--- config.mk ---
export PLATFORM = sky130hd
export DESIGN_NAME = recip_seed_nr_ctrl
export DESIGN_NICKNAME = d
export VERILOG_FILES = /design/src/rtl/recip_seed_nr_ctrl.sv
export SDC_FILE = /design/constraint.sdc
export NUM_CORES = 1
export LEC_CHECK = 0
export CORE_UTILIZATION = 45
export DETAILED_ROUTE_END_ITERATION = 10
export HOLD_SLACK_MARGIN = 0.02
export SYNTH_ARGS = -nofsm -noshare
export SYNTH_HDL_FRONTEND = slang
export SYNTH_SLANG_ARGS = --single-unit
--- constraint.sdc ---
create_clock -name clk -period 17.8 [get_ports clk]
set_input_delay 2.67 -clock clk [delete_from_list [all_inputs] [get_ports clk]]
set_output_delay 2.67 -clock clk [all_outputs]
set_load 0.05 [all_outputs]
--- src/rtl/recip_seed_nr_ctrl.sv ---
// recip_seed_nr_ctrl
//   Turns an unsigned divisor into a normalized Q0.RW reciprocal for the divider
//   datapath. The divisor is left-normalized to d_norm in [1,2). A seed is fetched
//   from an external 256-entry ROM and then refined with ITER Newton-Raphson steps.
//   Both multiplies of each step share a single multiplier.
//
// Parameters: DW divisor width (>= 9), RW reciprocal fraction width, ITER NR steps (0..3)
// Ports:
//   clk, rst         clock (rising edge), asynchronous active-high reset
//   in_valid/ready   divisor handshake; in_ready is high only in IDLE
//   divisor          unsigned divisor
//   rom_addr         registered seed ROM address (top fraction bits of d_norm)
//   rom_dout         seed ROM data (combinational ROM, MSB always 1)
//   out_valid/ready  result handshake; the result is held until it is accepted
//   recip            1/d_norm in Q0.RW, saturated to all ones
//   shift            index of the divisor's leading one; 1/divisor = recip * 2^-shift
//   div_by_zero      divisor was 0
// Optional build macro RECIP_SEED_NR_STATS_EN adds two outputs:
//   op_count         accepted results, wrapping 16-bit count
//   busy_cycles      cycles spent outside IDLE, saturating 32-bit count
//
// state | meaning
// IDLE  | waiting for a divisor
// NORM  | normalize the divisor, record the shift, issue the ROM address
// SEED  | load the seed from the ROM as the first estimate
// MUL_A | p = d_norm * x, e = 2 - p
// MUL_B | x = x * e (saturating), count the iteration
// DONE  | result presented until it is accepted
module recip_seed_nr_ctrl #(
  parameter int DW   = 16,
  parameter int RW   = 16,
  parameter int ITER = 2,
  localparam int SW  = $clog2(DW)
) (
  input  logic          clk,
  input  logic          rst,
  input  logic          in_valid,
  output logic          in_ready,
  input  logic [DW-1:0] divisor,
  output logic [7:0]    rom_addr,
  input  logic [7:0]    rom_dout,
  output logic          out_valid,
  input  logic          out_ready,
  output logic [RW-1:0] recip,
  output logic [SW-1:0] shift,
  output logic          div_by_zero
`ifdef RECIP_SEED_NR_STATS_EN
  ,
  output logic [15:0]   op_count,
  output logic [31:0]   busy_cycles
`endif
);

  localparam int MW = ((DW > RW) ? DW : RW) + 2;
  localparam int LO = ((DW - 1) < RW) ? (DW - 1) : RW;

  typedef enum logic [2:0] {IDLE, NORM, SEED, MUL_A, MUL_B, DONE} state_t;

  state_t          state_q, state_n;
  logic [DW-1:0]   d_q;
  logic [RW-1:0]   x_q;
  logic [RW+1:0]   e_q;
  logic [1:0]      iter_q;
  logic [SW-1:0]   shift_q;
  logic            dbz_q;
  logic [7:0]      rom_addr_q;

  logic [SW-1:0]   lead;
  logic [SW-1:0]   norm_amt;
  logic [DW-1:0]   d_norm;
  logic [MW-1:0]   mul_a, mul_b;
  logic [2*MW-1:0] prod;
  logic [RW:0]     p;
  logic [RW+1:0]   e_next;
  logic [RW-1:0]   x_next;
  logic            unused_prod_bits;

  function automatic logic [SW-1:0] lead_one(input logic [DW-1:0] v);
    lead_one = '0;
    for (int i = 0; i < DW; i++)
      if (v[i]) lead_one = i[SW-1:0];
  endfunction

  assign lead     = lead_one(d_q);
  assign norm_amt = SW'(DW - 1) - lead;
  assign d_norm   = d_q << norm_amt;

  // The one multiplier: MUL_A forms d_norm*x, MUL_B forms x*e.
  always_comb begin
    mul_a = MW'(d_q);
    mul_b = MW'(x_q);
    if (state_q == MUL_B) begin
      mul_a = MW'(x_q);
      mul_b = MW'(e_q);
    end
  end

  assign prod   = mul_a * mul_b;
  // Q1.(DW-1) * Q0.RW, keep Q1.RW
  assign p      = prod[DW-1+RW -: RW+1];
  assign e_next = {2'b10, {RW{1'b0}}} - {1'b0, p};
  // Q0.RW * Q2.RW, keep Q0.RW; anything at or above 1.0 clamps to all ones
  assign x_next = (|prod[2*MW-1:2*RW]) ? '1 : prod[2*RW-1:RW];
  assign unused_prod_bits = ^prod[LO-1:0];

  always_ff @(posedge clk or posedge rst) begin
    if (rst) state_q <= IDLE;
    else     state_q <= state_n;
  end

  always_comb begin
    state_n   = state_q;
    in_ready  = 1'b0;
    out_valid = 1'b0;
    case (state_q)
      IDLE: begin
        in_ready = ~rst;
        if (in_valid) state_n = (divisor == '0) ? DONE : NORM;
      end
      NORM:  state_n = SEED;
      SEED:  state_n = (ITER > 0) ? MUL_A : DONE;
      MUL_A: state_n = MUL_B;
      MUL_B: state_n = (iter_q == 2'(ITER - 1)) ? DONE : MUL_A;
      DONE: begin
        out_valid = 1'b1;
        if (out_ready) state_n = IDLE;
      end
      default: state_n = IDLE;
    endcase
  end

  always_ff @(posedge clk or posedge rst) begin
    if (rst) begin
      d_q        <= '0;
      x_q        <= '0;
      e_q        <= '0;
      iter_q     <= '0;
      shift_q    <= '0;
      dbz_q      <= 1'b0;
      rom_addr_q <= '0;
    end else begin
      case (state_q)
        IDLE: if (in_valid) begin
          d_q   <= divisor;
          dbz_q <= (divisor == '0);
          // A zero divisor goes straight to DONE with a saturated result.
          if (divisor == '0) begin
            x_q     <= '1;
            shift_q <= '0;
          end
        end
        NORM: begin
          d_q        <= d_norm;
          shift_q    <= lead;
          rom_addr_q <= d_norm[DW-2 -: 8];
        end
        SEED: begin
          x_q    <= RW'(rom_dout) << (RW - 8);
          iter_q <= '0;
        end
        MUL_A: e_q <= e_next;
        MUL_B: begin
          x_q    <= x_next;
          iter_q <= iter_q + 2'd1;
        end
        default: ;
      endcase
    end
  end

  assign recip       = x_q;
  assign shift       = shift_q;
  assign div_by_zero = dbz_q;
  assign rom_addr    = rom_addr_q;

`ifdef RECIP_SEED_NR_STATS_EN
  always_ff @(posedge clk or posedge rst) begin
    if (rst) begin
      op_count    <= '0;
      busy_cycles <= '0;
    end else begin
      if (out_valid && out_ready) op_count <= op_count + 16'd1;
      if (state_q != IDLE && busy_cycles != '1) busy_cycles <= busy_cycles + 32'd1;
    end
  end
`endif

endmodule

==> results <==
- On the final layout, the worst clock skew is 7.566 ps.
- The H-tree generated during clock tree synthesis spans 3 levels.
- The number of DRC violations after detailed-routing iteration 0 is 1047.
- The peak fanout along the critical path is 47.
- The detailed-route wire length per cell is 20.86 um.
- The number of nets in the final layout is roughly 2100.
- The die height is 177.1 um.
- The hold violation count in the final report came to 0.
- The portion of the clock cycle consumed by the worst path in the final layout is 51.33%.
- The top cell type by total area after synthesis is fa_1.
- The signal on the critical path passes through or3b_4, mux2i_1, nor2_1, fa_1, fa_1, fa_1, fa_1, fa_1, inv_1, fa_1, inv_1, ha_1, a21oi_1, o21ai_0, a31o_2, a311oi_1, o21ai_1, a21oi_1, nor4b_1, o32ai_2, or2_2, o221a_2.
- In the global route stage, overall resource usage came out at 29.40%.
- Entering global routing, the biggest net connects 72 pins.
- The number of buffers inserted by hold repair at cts is 0.
- The number of maximum-capacitance violations is 0.
- After clock tree synthesis, the clock-pin slew on the worst setup and hold paths is around 60 ps.
- The peak per-stage delay on the critical path is 920 ps.
- The length of routed met3 wiring is between 3 and 4 mm.
- The buffer and inverter count on the worst path is 2.
- The number of design rule violations left after detail routing is 0.
- The number of buffers on the longest clock path is 2.
- The required arrival time at the worst endpoint is 18020 ps.
- The weighted congestion reported at the end of routability-driven placement is 0.9555.
- The I/O pin total is just under 60.
- The number of global-route vias before repair is approximately 12000.
- The remaining global-route overflow is 0.
- The synthesized design contains 0 enable-type register cells.
- The wire length on met1 is 19.41 mm.
- The number of different library cells in the post-synthesis netlist is 70.
- The initial antenna violation count was 0.
- Once the clock tree was built, the resizer swapped 0 gates to a different size.
- The tree built by TritonCTS fans out to 68 sinks.
- The full die area is 31360 um^2.
- The residual antenna-violating net count after detailed routing is 0.
- The detail-routed via count per cell is between 5 and 6.
- For this run, the number of Yosys warnings is 0.
- The wire length of the first global-routing pass is 69.52 mm.
- The worst path arrival time is 9360 ps.
- The setup fix buffers added after clock tree synthesis is 0.
- The wire length after detailed routing is 43.60 mm.
- Once detailed placement completed, the half-perimeter wirelength came to 35.80 mm.
- The TritonCTS buffer count is 9.
- Setup repair after global routing left no endpoint under its margin.
- The number of input and output port buffers inserted is a little under 60.
- The width of the die is between 150 and 200 um.
- The final antenna diode count is 0.
- In this run the core area contains 63 standard-cell rows.
- The number of max-slew violations in the final report came to 0.
- Static timing analysis puts the maximum clock frequency at ~110 MHz.
- The kind of capture point of the worst setup path is a register.
- Counting flops with an async set or reset pin after synthesis yields a share of 100.0%.
- After routing, the total negative slack on setup checks comes to 0 ps.
- The total number of vias is 11880.
- Counting every net in the synthesized netlist gives 2043.
- In this run the mean area of a mapped cell was 8.210 um^2.
- The number of failing setup endpoints in the final timing report is 0.
- TritonCTS built the clock tree.
- The area inside the core boundary is 29870 um^2.
- Of the synthesized area, sequential elements account for 12.34%.
- For this configuration, the core starts out at a cell density of 46.17%.
- The kind of path behind the tightest hold check is reg2reg.
- In this run the top signal layer used is met4.
- The count of fill cells added during filler insertion is about 2900.
- For this run, the detailed router's first-pass iteration total came to 5.
- The most numerous cell type found on the critical path is fa_1.
- The gate count after technology mapping is 1680.
- Summed over its instances, the top area cell type makes up 32.22% of the synthesized netlist area.
- Among all stages on the critical path, the largest delay is contributed by mux2i_1.
- The run finished with clean final reports.
- The most used flip-flop cell after synthesis is dfrtp_1.
- The top cell family by delay on the critical path is adder cells.
- After detailed routing, the met2 layer carries around 20 mm of wire.
- The share of final-layout standard cells stronger than drive strength 1 is 3.118%.
- Ranked by total cell area, the synthesized netlist is headed by fa_1 32%, dfrtp_1 12%, ha_1 10%.
- In the final layout, flip-flops and latches occupy around 1700 um^2.
- The worst setup path is launched from a register.
- The worst-skew pair later-pin latency is between 300 and 400 ps.
- The routed design could run at a clock period as short as approximately 9000 ps.
- The multi-input logic area is between 10000 and 15000 um^2.
- The cell area after technology mapping is 13790 um^2.
- For the pin with the worst max-slew slack, the measured transition is 1081 ps.
- Relative to the synthesized area, the layout overhead comes to 8.781%.
- Counting flops and latches in the post-synthesis netlist gives 68.
- In this run the tightest slew margin relative to its limit is around 28%.
- The cell sitting at the root of the clock tree is a clkbuf_16.
- The worst setup path is of the reg2reg kind.
-- worst reg2reg max path, stage by stage (launching register included) --
cell and delay (ps):
dfrtp_1 640, or3b_4 700, mux2i_1 960, nor2_1 160, fa_1 600, fa_1 430
fa_1 600, fa_1 480, fa_1 500, inv_1 50, fa_1 480, inv_1 40
ha_1 350, a21oi_1 380, o21ai_0 150, a31o_2 270, a311oi_1 480, o21ai_1 270
a21oi_1 260, nor4b_1 340, o32ai_2 250, or2_2 370, o221a_2 260
-- cell usage in the layout (no fill, tap or decap), types with 4 or more instances in the layout --
cell type	Yosys	final
o21ai_0	67	67
and2_1	11	11
a211oi_1	7	6
a21o_1	14	14
nor4_1	15	15
ha_1	113	113
nand3b_1	5	5
xor2_1	14	14
clkdlybuf4s50_1	0	58
o221a_2	4	4
nor3_1	16	16
and3_1	24	24
inv_1	258	257
a21oi_1	87	87
buf_4	0	13
nand2_1	316	316
o21bai_1	4	4
o211ai_1	7	7
xnor2_1	16	16
o31ai_1	6	5
nand4_1	14	14
nand3_1	15	15
nand2b_1	4	4
mux2i_1	44	44
a21boi_0	8	8
a31oi_1	8	8
fa_1	222	222
o22ai_1	5	5
o21ai_1	4	4
dfrtp_1	68	68
clkbuf_16	0	9
nor2_1	177	177
-- per-layer routing --
| layer | vias to the layer above | global-route usage, % |
|---|---|---|
| met2 | 468 | 44.86 |
| met1 | 5905 | 42.71 |
| li1 | 5436 | - |
| met5 | - | 0 |
| met3 | 69 | 6.014 |
| met4 | 0 | 6.501 |
-- Yosys cell counts, drive strengths merged, types with 3 or more instances --
master and instances:
dfrtp 68, ha 113, o21ai 72, nor3 16, o31ai 6, a211oi 8
a21o 14, a31o 3, nand3 15, o211ai 8, o32ai 3, nor2 177
nand4 14, a21oi 87, nor4 15, inv 258, and2 13, o221a 4
nand3b 5, o21bai 4, o21a 3, or2 3, xor2 14, nor3b 3
buf 6, a221oi 3, nand2 316, a22oi 3, o22ai 5, or3 3
and3 24, clkbuf 60, nand2b 4, a21boi 8, mux2i 45, a31oi 8
fa 222, xnor2 16, a41oi 3
-- flip-flops by register name (all words and copies together), names as in the netlist --
| name | cells |
|---|---|
| iter_q | 2 |
| recip | 16 |
| state_q | 3 |
| d_q | 16 |
| rom_addr | 8 |
| shift | 4 |
| div_by_zero | 1 |
| e_q | 18 |
-- final timing paths --
kind                       startpoint        end  slack, ps  depth (start not counted)
setup / recovery           state_q[0]   recip[7]       8660                         22
hold / removal              iter_q[1]  iter_q[1]        480                          2
setup reg to reg           state_q[0]   recip[7]       8660                         22
hold reg to reg             iter_q[1]  iter_q[1]        480                          2
max in group asynchronous         rst    d_q[12]      14210                          3
min in group asynchronous         rst   recip[9]       2990                          3
-- stage by stage --
stage | util, % | std cells | worst slack, ps | hold slack, ps | instance area (um^2)
floorplan | - | 1680 | 9582 | 449.8 | 13790
global placement | 49.25 | 2075 | 8937 | 471.2 | 14710
detailed placement | 49.25 | 2075 | 8817 | 468.7 | 14710
CTS | 50.22 | 2090 | 8777 | 485.6 | 15000
global route | 50.22 | 2090 | 8201 | 516.2 | 15000
finish | 50.22 | 2090 | 8663 | 480.7 | 15000
-- logic make-up (layout without fill, tap and decap cells) --
kind of cell | after synthesis | count (layout) | share of synthesized area (%)
compound gates | 259 | 259 | 11.93
xor+xnor | 30 | 30 | 1.905
fa+ha+maj | 335 | 335 | 42.47
buf+inv | 324 | 344 | 8.917
flops | 68 | 68 | 12.34
mux | 47 | 47 | 3.456
simple gates | 617 | 617 | 18.99
-- cell type report --
| cell class | count | area share (%) |
|---|---|---|
| Tap cell | 390 | 3.252 |
| Inverter | 258 | 6.454 |
| Clock buffer | 10 | 1.593 |
| Timing Repair Buffer | 71 | 4.520 |
| Clock inverter | 5 | 0.3502 |
| Sequential cell | 68 | 11.34 |
| Multi-Input combinational cell | 1288 | 72.49 |
Power is not shown: default switching activity piles up to over one toggle a cycle in this logic, so the estimate is an artifact.
